[src/rtl/jt12_wr_arb.sv]
// jt12_wr_arb: two-requester write arbiter/sequencer for the jt12 bus.
// Each grant runs: busy poll, address strobe, busy poll, value strobe.
//
// Ports:
//   rst, clk         sync active-high reset, rising-edge clock
//   reqN/partN/regN/valN  requester N write (N=0,1), held until ackN
//   ackN             one-cycle pulse when requester N's write is done
//   cs_n, wr_n       core chip select / write strobe, active-low
//   addr, dout       core address {part,a0} and data
//   din              core status, din[7] = busy
//   gnt              current/last granted requester
//   err              sticky busy-timeout flag
// Optional: define JT12_ARB_TIMEOUT_EN to bound each busy poll to
// TMO cycles; without it polls wait forever and err is tied low.

module jt12_wr_arb #(
  parameter int WR_CYC = 2,
  parameter int GAP    = 1,
  parameter int TMO    = 1023
) (
  input  logic       rst,
  input  logic       clk,
  input  logic       req0,
  input  logic       part0,
  input  logic [7:0] reg0,
  input  logic [7:0] val0,
  output logic       ack0,
  input  logic       req1,
  input  logic       part1,
  input  logic [7:0] reg1,
  input  logic [7:0] val1,
  output logic       ack1,
  output logic       cs_n,
  output logic       wr_n,
  output logic [1:0] addr,
  output logic [7:0] dout,
  input  logic [7:0] din,
  output logic       gnt,
  output logic       err
);

  if (WR_CYC < 1 || WR_CYC > 15 || GAP < 0 || GAP > 15 || TMO < 1)
  begin : g_bad_param
    $error("jt12_wr_arb: parameter out of range");
  end

  typedef enum logic [2:0] {
    IDLE,
    POLL_A,
    STRB_A,
    HOLD_A,
    POLL_V,
    STRB_V,
    HOLD_V,
    ACK
  } state_t;

  localparam logic [3:0] STRB_LAST = 4'(WR_CYC - 1);
  localparam logic [3:0] GAP_LAST  = 4'(GAP - 1);

  state_t     state, state_nx;
  logic [3:0] cnt, cnt_nx;
  logic       part_q, part_nx;
  logic [7:0] reg_q, reg_nx;
  logic [7:0] val_q, val_nx;
  logic       gnt_nx;
  logic       cs_nx, wr_nx;
  logic [1:0] addr_nx;
  logic [7:0] dout_nx;
  logic       sel, sel_part;
  logic       polling, poll_go;
  logic       din_unused;

  // Both requesting: take the one not served last.
  assign sel      = (req0 && req1) ? ~gnt : req1;
  assign sel_part = sel ? part1 : part0;
  assign polling  = (state == POLL_A) || (state == POLL_V);
  assign din_unused = ^din[6:0];

`ifdef JT12_ARB_TIMEOUT_EN
  localparam int PW = $clog2(TMO + 1);
  localparam logic [PW-1:0] TMO_LAST = PW'(TMO - 1);

  logic [PW-1:0] pcnt;
  logic          tmo_hit;

  assign tmo_hit = din[7] && (pcnt == TMO_LAST);
  assign poll_go = !din[7] || tmo_hit;

  // Counter rests at zero outside polls, so every poll starts at 0.
  always_ff @(posedge clk) begin
    if (rst) begin
      pcnt <= '0;
      err  <= 1'b0;
    end else begin
      if (polling && !poll_go) pcnt <= pcnt + 1'b1;
      else                     pcnt <= '0;
      if (polling && tmo_hit) err <= 1'b1;
    end
  end
`else
  assign poll_go = !din[7];
  assign err     = 1'b0;
`endif

  always_comb begin
    state_nx = state;
    cnt_nx   = cnt;
    part_nx  = part_q;
    reg_nx   = reg_q;
    val_nx   = val_q;
    gnt_nx   = gnt;
    cs_nx    = cs_n;
    wr_nx    = wr_n;
    addr_nx  = addr;
    dout_nx  = dout;
    unique case (state)
      IDLE: begin
        cs_nx = 1'b1;
        wr_nx = 1'b1;
        if (req0 || req1) begin
          state_nx = POLL_A;
          gnt_nx   = sel;
          part_nx  = sel_part;
          reg_nx   = sel ? reg1 : reg0;
          val_nx   = sel ? val1 : val0;
          addr_nx  = {sel_part, 1'b0};
          cs_nx    = 1'b0;
        end
      end
      POLL_A, POLL_V: begin
        if (poll_go) begin
          state_nx = (state == POLL_A) ? STRB_A : STRB_V;
          cs_nx    = 1'b0;
          wr_nx    = 1'b0;
          cnt_nx   = STRB_LAST;
          dout_nx  = (state == POLL_A) ? reg_q : val_q;
          addr_nx  = {part_q, state == POLL_V};
        end
      end
      STRB_A, STRB_V: begin
        if (cnt != 4'd0) begin
          cnt_nx = cnt - 1'b1;
        end else begin
          cs_nx = 1'b1;
          wr_nx = 1'b1;
          if (GAP != 0) begin
            state_nx = (state == STRB_A) ? HOLD_A : HOLD_V;
            cnt_nx   = GAP_LAST;
          end else if (state == STRB_A) begin
            state_nx = POLL_V;
            cs_nx    = 1'b0;
          end else begin
            state_nx = ACK;
          end
        end
      end
      HOLD_A, HOLD_V: begin
        if (cnt != 4'd0) begin
          cnt_nx = cnt - 1'b1;
        end else if (state == HOLD_A) begin
          state_nx = POLL_V;
          cs_nx    = 1'b0;
        end else begin
          state_nx = ACK;
        end
      end
      ACK: begin
        state_nx = IDLE;
      end
    endcase
  end

  always_ff @(posedge clk) begin
    if (rst) begin
      state  <= IDLE;
      cnt    <= 4'd0;
      part_q <= 1'b0;
      reg_q  <= 8'd0;
      val_q  <= 8'd0;
      gnt    <= 1'b1;
      cs_n   <= 1'b1;
      wr_n   <= 1'b1;
      addr   <= 2'd0;
      dout   <= 8'd0;
    end else begin
      state  <= state_nx;
      cnt    <= cnt_nx;
      part_q <= part_nx;
      reg_q  <= reg_nx;
      val_q  <= val_nx;
      gnt    <= gnt_nx;
      cs_n   <= cs_nx;
      wr_n   <= wr_nx;
      addr   <= addr_nx;
      dout   <= dout_nx;
    end
  end

  assign ack0 = (state == ACK) && !gnt;
  assign ack1 = (state == ACK) && gnt;

endmodule

[config.mk]
export PLATFORM = sky130hd
export DESIGN_NAME = jt12_wr_arb
export DESIGN_NICKNAME = d
export VERILOG_FILES = /design/src/rtl/jt12_wr_arb.sv
export SDC_FILE = /design/constraint.sdc
export NUM_CORES = 1
export LEC_CHECK = 0
export CORE_MARGIN = 2
export CORE_UTILIZATION = 42
export CTS_BUF_LIST = sky130_fd_sc_hd__clkbuf_4 sky130_fd_sc_hd__clkbuf_8
export DETAILED_ROUTE_END_ITERATION = 10
export PLACE_DENSITY = 0.74
export SYNTH_ARGS = -nofsm -noshare
export SYNTH_HDL_FRONTEND = slang
export SYNTH_SLANG_ARGS = --single-unit
[constraint.sdc]
create_clock -name clk -period 1.95 [get_ports clk]
set_input_delay 0.195 -clock clk [delete_from_list [all_inputs] [get_ports clk]]
set_output_delay 0.195 -clock clk [all_outputs]
set_load 0.005 [all_outputs]
==> impl_metrics.ini, run 1 <==
[clock_network]
insertion_delay_ns = 0.29
numCtsBuffers = 5
cts_max_level = 2
clockBufferDepth = 2
root_buffer = clkbuf_8
path_clk_slew_ns = 0.07
cts_tree = yes
cts_sinks = 37

[drt]
wl_met2_mm = 2.090
drt_first_pass_iters = 4
drt_iter0_markers = 71
dr.max_layer_used = met4
route.final.wire_length_mm = 4.529
wl_per_cell_um = 13.05
detail-route-antenna-nets = 0
wl_met1_mm = 2.258
route.met3.wl_um = 123
vias_per_cell = 5.135
drc_errors = 0
vias = 1782

[timing]
fin_crit_ns = 1.832
drv_slew = 0
final.setup.worst_slack_ns = 0.1182
rsz0062_at_grt = false
skew_ns = 0.003971
hold_viol = 0
setup_violations = 0
max_freq_mhz = 545.9
fin_crit_sh = 0.9394
setup_tns_ns = 0
max_slew_margin = 0.6472
tightest_slew_ns = 0.5275

[layout]
layout.nets = 328
synthToLayoutAreaGrowth_pct = 36.03
regArea_um2 = 743.2
fin_util = 0.5960
multiInputGateArea_mm2 = 0.001200
fillCellCount = 415
drive_gt1_frac = 0.1643
antenna_cells = 0

[worst_setup_path]
crit_required_ns = 1.75
crit_type = flop to output pin
cp.arrival_ns = 1.64
crit_path_end_kind = output pin
reg2reg_to = state[1]
timing.rr.start = cnt[0]
cp-start-kind = flop
crit_path_end = ack0
critical_path.max_fanout = 13
reg2reg_slack_ns = 0.32
reg2reg_depth = 6
critPathLaunch = state[2]

[global_route]
grt_pass1_vias = 1613
grt_use_total = 0.1770
grt_max_degree = 35
gr-total-overflow = 0
grt_pass1_wl_mm = 7.541
antenna_found_initial = 0

[flow_run]
max_cap_violations = 0

[synthesis]
ys_seq_area_frac = 0.3579
ys.flop_type = dfxtp_1
synth_top_area_share = 0.3579
synth_area_mm2 = 0.002069
async_flop_share = 0
synth_cells = 225
synth_edf_count = 0
synth.avg_cell_area_um2 = 9.198
ys_warn_count = 0
ys_top_cells_by_count = dfxtp_1, nor2_1, mux2i_1, a211oi_2
synthesis.nets = 273
synth_top_cells_by_area = dfxtp_1, mux2i_1, a211oi_2
synth_top_area_cell = dfxtp_1
synth_seq_cells = 37
yosysMostFrequentCell = dfxtp_1
yosysUniqueCellTypes = 49

[die]
die_w_um = 74.20
floorplan.initialDensity = 0.4381
fp.dieArea_mm2 = 0.005505
core_region_area_mm2 = 0.004723
ios = 62
dieHeight_um = 74.20
rows = 25

[power]
p_leak_nw = 1.027
powerDensity_mw_per_mm2 = 815.3
ir_worst_vdd_uv = 341.0

[placement]
place_congestion = 0.8689
place_ws_ns = 0.2075
dp_hpwl_mm = 3.441
numPortBuffers = 53

[min_path]
hold_start = addr[1]
hp-class = flop to flop

[run_status]
run_status = finished clean
-- logic make-up after synthesis --
group	synth area share
AND/OR/NAND/NOR	0.1675
AO/OA/AOI/OAI	0.2564
buffers and inverters	0.06469
other	0.001812
flip-flops	0.3579
multiplexers	0.1312
adder cells (fa/ha/maj)	0.01209
XOR/XNOR	0.008466
-- worst min path at each step --
stage | to | slack [ns] | cells past startpoint
3_3_place_gp | addr[1] | 0.45 | 2
3_5_place_dp | addr[1] | 0.47 | 2
5_1_grt | addr[1] | 0.50 | 2
4_1_cts | addr[1] | 0.48 | 2
2_1_floorplan | wr_n | 0.37 | 2
6_report | addr[1] | 0.47 | 2
-- timing repair --
item,4_1_cts,5_1_grt
buffers inserted,0,0
hold buffers,0,0
resized for setup,0,2
endpoints found under the setup margin,0,1
-- metrics by stage --
step                hold slack, ns  power, mW  instance area [µm²]  std cells
global route                0.4955      2.432                 2815        347
finish                      0.4748      2.295                 2815        347
floorplan                   0.3660      1.410                 2069        225
global placement            0.4542      1.654                 2709        340
detailed placement          0.4716      1.672                 2709        340
CTS                         0.4809      2.315                 2813        347
-- flip-flops by register name, summed over array words and instances, names as in the netlist --
name    cells
addr        2
wr_n        1
part_q      1
cs_n        1
cnt         4
val_q       8
reg_q       8
dout        8
state       3
gnt         1
-- cells in the final DEF, fill, tap and decap left out, types with 2 or more instances in the layout --
master / count
a211o_1: 2
a211oi_1: 12
a211oi_2: 14
a21o_1: 2
a21oi_1: 6
a31oi_1: 3
and3_1: 3
buf_12: 3
buf_4: 10
clkbuf_8: 5
clkdlybuf4s50_1: 53
dfxtp_1: 35
dfxtp_2: 2
ha_1: 2
inv_1: 5
mux2i_1: 26
nand2_1: 6
nand2b_1: 3
nand3_1: 4
nand3b_1: 2
nor2_1: 35
nor2b_1: 3
nor3_1: 3
nor3_4: 2
o21ai_0: 12
or3b_1: 2
-- cell type report --
class                           instances  area share
Clock buffer                            5     0.02444
Multi-Input combinational cell        165      0.4262
Inverter                                5    0.006667
Sequential cell                        37      0.2640
Timing Repair Buffer                   66      0.2364
Tap cell                               67     0.02978
Clock inverter                          2     0.01244
-- power by group --
group / leakage [nW] / internal (mW) / switching, mW / total, mW
clock: 0.0540 / 0.372 / 0.271 / 0.643
sequential: 0.306 / 0.857 / 0.0759 / 0.933
combinational: 0.667 / 0.380 / 0.339 / 0.719
total: 1.03 / 1.61 / 0.687 / 2.30
-- layer usage --
metal | GRT usage | vias to the layer above
met5 | 0 | -
met4 | 0.06667 | 0
met3 | 0.02846 | 5
met2 | 0.2679 | 33
met1 | 0.2531 | 811
li1 | - | 933
-- worst max-delay path, cell delays in order, from the launching register on --
cell and delay [ns]:
dfxtp_1 0.57, nand3_1 0.17, nor2_1 0.11, clkdlybuf4s50_1 0.50
Note: power is estimated with default switching activity, not from simulation.
==> inputs of run 2 (changes only) <==
--- a/config.mk
+++ b/config.mk
@@ -5,7 +5,6 @@
 export SDC_FILE = /design/constraint.sdc
 export NUM_CORES = 1
 export LEC_CHECK = 0
-export CORE_MARGIN = 2
 export CORE_UTILIZATION = 42
 export CTS_BUF_LIST = sky130_fd_sc_hd__clkbuf_4 sky130_fd_sc_hd__clkbuf_8
 export DETAILED_ROUTE_END_ITERATION = 10
==> run 2 against run 1 <==
Hold slack about the same. Fmax increased by 1.4%. Non-clock buffer count decreased by 1. Clock skew increased by 0.0013 ns. Wire length decreased by 0.49%. Critical path depth unchanged. Combinational power decreased by 1%. Die area decreased by 5.3%.
==> impl_metrics.ini, run 2 (synthesis gave the netlist of run 1 again) <==
[placement]
place_congestion = 0.8517
dpl_cell_area_mm2 = 0.002689
numPortBuffers = 53
dp_hpwl_mm = 3.317
dp_cells = 339

[worst_setup_path]
critPathSlowestCell = dfxtp_2
cp_top_family = flip-flops
crit_path_end_kind = output pin
crit_type = flop to output pin
critical_path.max_fanout = 17
cp.arrival_ns = 1.61
crit_required_ns = 1.75
crit_path_max_incr_delay_ns = 0.51
cp-start-kind = flop
worst-path-buf-inv = 1
crit_chain = and2_1, and3_1, clkdlybuf4s50_1

[layout]
synthToLayoutAreaGrowth_pct = 34.46
stdcell_area_mm2 = 0.002783
final_cell_mix = clkdlybuf4s50_1, nor2_1, dfxtp_1
fin_cells = 346
reg_top3 = dout x8, reg_q x8, val_q x8
drive_gt1_frac = 0.1649
layout.nets = 327
final_common_cell = clkdlybuf4s50_1
antenna_cells = 0

[timing]
fin_crit_ns = 1.806
setup_tns_ns = 0
drv_slew = 0
hold_viol = 0
fin_crit_sh = 0.9263
rsz0062_at_grt = false
max_freq_mhz = 553.6
setup_violations = 0
skew_ns = 0.005255

[clock_network]
cts_max_level = 2
insertion_delay_ns = 0.29
path_clk_slew_ns = 0.07
cts_hold_buf = 0
cts_tree = yes
postCtsSetupRepairBufs = 0
clockBufferDepth = 2
numCtsBuffers = 5
root_buffer = clkbuf_8
cts_sinks = 37

[die]
fp.dieArea_mm2 = 0.005212
die_w_um = 72.20
ios = 62
core_region_area_mm2 = 0.004723
dieHeight_um = 72.20
rows = 25
floorplan.initialDensity = 0.4381

[drt]
drc_errors = 0
vias = 1802
wl_per_cell_um = 13.03
drt_first_pass_iters = 4
vias_per_cell = 5.208
route.final.wire_length_mm = 4.507
detail-route-antenna-nets = 0
drt_iter0_markers = 122

[global_route]
grt_max_degree = 35
grt_pass1_vias = 1588
grt_use_total = 0.1772
antenna_found_initial = 0
grt_pass1_wl_mm = 7.231
gr-total-overflow = 0

[flow_run]
max_cap_violations = 0

[power]
ir_worst_vdd_uv = 354.8
p_leak_nw = 1.006
power_mw = 2.186
powerDensity_mw_per_mm2 = 785.5

[run_status]
run_status = finished clean

[min_path]
hp-class = flop to flop
run 2: where the power goes:
part / leakage, nW / switching [mW] / internal (mW)
clock: 0.0433 / 0.260 / 0.279
combinational: 0.657 / 0.339 / 0.371
sequential: 0.306 / 0.0789 / 0.857
total: 1.01 / 0.678 / 1.51
run 2: timing repair:
| item | CTS | global route |
|---|---|---|
| resized for setup | 2 | 1 |
| setup endpoints to repair | 2 | 1 |
| cloned | 0 | 0 |
run 2: worst paths after layout:
kind / startpoint / to / slack, ns / cells after the start
hold reg to reg: addr[1] / addr[1] / 0.47 / 2
setup reg to reg: cnt[0] / state[1] / 0.32 / 6
hold / removal: addr[1] / addr[1] / 0.47 / 2
setup / recovery: state[0] / ack1 / 0.14 / 3
run 2: cell type report:
class,instances,area (µm²)
Fill cell,409,1941
Multi-Input combinational cell,165,1200
Sequential cell,37,744.5
Timing Repair Buffer,65,645.6
Tap cell,67,83.83
Clock buffer,6,82.58
Inverter,5,18.77
Clock inverter,1,7.507
run 2: per-layer routing:
layer,vias up,track usage,share of wire
li1,928,-,-
met1,824,0.2411,0.48
met2,44,0.2773,0.46
met3,6,0.03611,0.044
met4,0,0.06536,0.013
met5,-,0,0
run 2: worst register-to-register path, stage by stage, from the launching register on:
cell      delay (ns)
dfxtp_1         0.35
inv_1           0.14
ha_1            0.17
or3b_1          0.48
nand2_1         0.11
o21ai_1         0.07
a221oi_1        0.23
run 2: stage by stage:
stage / util / setup slack [ns] / hold WS, ns
after floorplan: - / 0.3851 / 0.3660
after global placement: 0.5693 / 0.2448 / 0.4545
after detailed placement: 0.5693 / 0.2559 / 0.4735
after CTS: 0.5889 / 0.05435 / 0.4841
after global routing: 0.5891 / 0.05050 / 0.4934
final: 0.5891 / 0.1437 / 0.4748
==> inputs of run 3 (changes only) <==
--- a/config.mk
+++ b/config.mk
@@ -8,6 +8,7 @@
 export CORE_UTILIZATION = 42
 export CTS_BUF_LIST = sky130_fd_sc_hd__clkbuf_4 sky130_fd_sc_hd__clkbuf_8
 export DETAILED_ROUTE_END_ITERATION = 10
+export GPL_TIMING_DRIVEN = 0
 export PLACE_DENSITY = 0.74
 export SYNTH_ARGS = -nofsm -noshare
 export SYNTH_HDL_FRONTEND = slang
==> run 3 against run 2 <==
Setup slack got worse by 0.060 ns. Fmax decreased by 3.2%. Final cell count is 1.4% higher. Critical path type unchanged.
==> impl_metrics.ini, run 3 (synthesis gave the netlist of run 1 again) <==
[drt]
vias = 1855
drt_iter0_markers = 127
detail-route-antenna-nets = 0
drt_first_pass_iters = 4
vias_per_cell = 5.285
route.final.wire_length_mm = 4.922
wl_per_cell_um = 14.02
drc_errors = 0

[placement]
place_congestion = 0.8847
place_ws_ns = 0.04872
numPortBuffers = 52
dp_hpwl_mm = 3.584

[worst_setup_path]
critPathLaunch = state[2]
cp_top_family = buffers and inverters
crit_chain = buf_4, buf_4, and3_1, clkdlybuf4s50_1
cp.arrival_ns = 1.67
critical_path.max_fanout = 10
crit_path_end_kind = output pin
critPathSlowestCell = clkdlybuf4s50_1
crit_path_end = ack1
worst-path-buf-inv = 3
crit_type = flop to output pin
reg2reg_to = state[1]
reg2reg_depth = 7
crit_path_frequent_cell = buf_4
crit_required_ns = 1.75
timing.rr.start = cnt[0]
reg2reg_slack_ns = 0.25
cp-start-kind = flop
crit_cells = 4
crit_path_max_incr_delay_ns = 0.49

[global_route]
antenna_found_initial = 0
grt_use_total = 0.2037
grt_pass1_wl_mm = 8.307
grt_max_degree = 18
grt_pass1_vias = 1693
gr-total-overflow = 0

[timing]
fin_crit_sh = 0.9570
skew_ns = 0.004034
rsz0062_at_grt = false
setup_tns_ns = 0
hold_viol = 0
whs_ns = 0.3774
max_slew_margin = 0.5777
fin_crit_ns = 1.866
max_freq_mhz = 535.9
drv_slew = 0
tightest_slew_ns = 0.6334
setup_violations = 0
final.setup.worst_slack_ns = 0.08391

[layout]
reg_top3 = dout x8, reg_q x8, val_q x8
antenna_cells = 0
synthToLayoutAreaGrowth_pct = 35.43
fillCellCount = 414
final_cell_mix = clkdlybuf4s50_1, nor2_1, dfxtp_1
layout.nets = 331
final_common_cell = clkdlybuf4s50_1
drive_gt1_frac = 0.1655

[die]
floorplan.initialDensity = 0.4381
fp.dieArea_mm2 = 0.005212
core_region_area_mm2 = 0.004723
die_w_um = 72.20
ios = 62
rows = 25
dieHeight_um = 72.20

[clock_network]
clockBufferDepth = 2
root_buffer = clkbuf_8
cts_hold_buf = 0
postCtsSetupRepairBufs = 0
cts_sinks = 37
insertion_delay_ns = 0.29
numCtsBuffers = 5
path_clk_slew_ns = 0.08
cts_tree = yes
cts_max_level = 2

[min_path]
hp-class = input port to flop
hold_depth = 2

[power]
p_leak_nw = 1.017
powerDensity_mw_per_mm2 = 842.4
ir_worst_vdd_uv = 339.9

[flow_run]
max_cap_violations = 0

[run_status]
run_status = finished clean
run 3: power by group:
| group | leakage [nW] | switching (mW) | internal (mW) | total (mW) |
|---|---|---|---|---|
| combinational | 0.654 | 0.366 | 0.364 | 0.731 |
| sequential | 0.306 | 0.0718 | 0.857 | 0.929 |
| clock | 0.0574 | 0.286 | 0.416 | 0.702 |
| total | 1.02 | 0.724 | 1.64 | 2.36 |
run 3: what timing repair did:
action                                  in CTS  in global routing
resized for setup                            3                  3
pin swaps                                    0                  0
endpoints found under the setup margin       2                  7
run 3: how the worst min path moves through the flow:
stage / from / end / slack (ns)
6_report: rst / val_q[3] / 0.38
5_1_grt: rst / val_q[3] / 0.42
4_1_cts: rst / val_q[3] / 0.37
3_5_place_dp: addr[1] / addr[1] / 0.45
3_3_place_gp: addr[1] / addr[1] / 0.45
2_1_floorplan: din[7] / wr_n / 0.37
run 3: layer usage:
metal,global-route usage,routed length [µm],vias to the layer above
met4,0.05882,62,0
met3,0.03472,183,6
met1,0.2915,2395,869
li1,-,-,936
met2,0.3146,2280,44
met5,0,0,-
run 3: area by class of cell:
cell class | count | area, µm² | share of cell area
Inverter | 5 | 18.77 | 0.006696
Clock inverter | 2 | 37.54 | 0.01339
Buffer | 17 | 115.1 | 0.04107
Clock buffer | 6 | 82.58 | 0.02946
Multi-Input combinational cell | 165 | 1200 | 0.4281
Tap cell | 67 | 83.83 | 0.02991
Timing Repair Buffer | 52 | 520.5 | 0.1857
Sequential cell | 37 | 744.5 | 0.2656
run 3: metrics by stage:
step / instance area, µm² / util / total power [mW] / cells
finish: 2803 / 0.5934 / 2.361 / 351
global route: 2803 / 0.5934 / 2.490 / 351
CTS: 2795 / 0.5918 / 2.357 / 351
detailed placement: 2674 / 0.5661 / 1.666 / 344
global placement: 2674 / 0.5661 / 1.651 / 344
floorplan: 2069 / - / 1.410 / 225
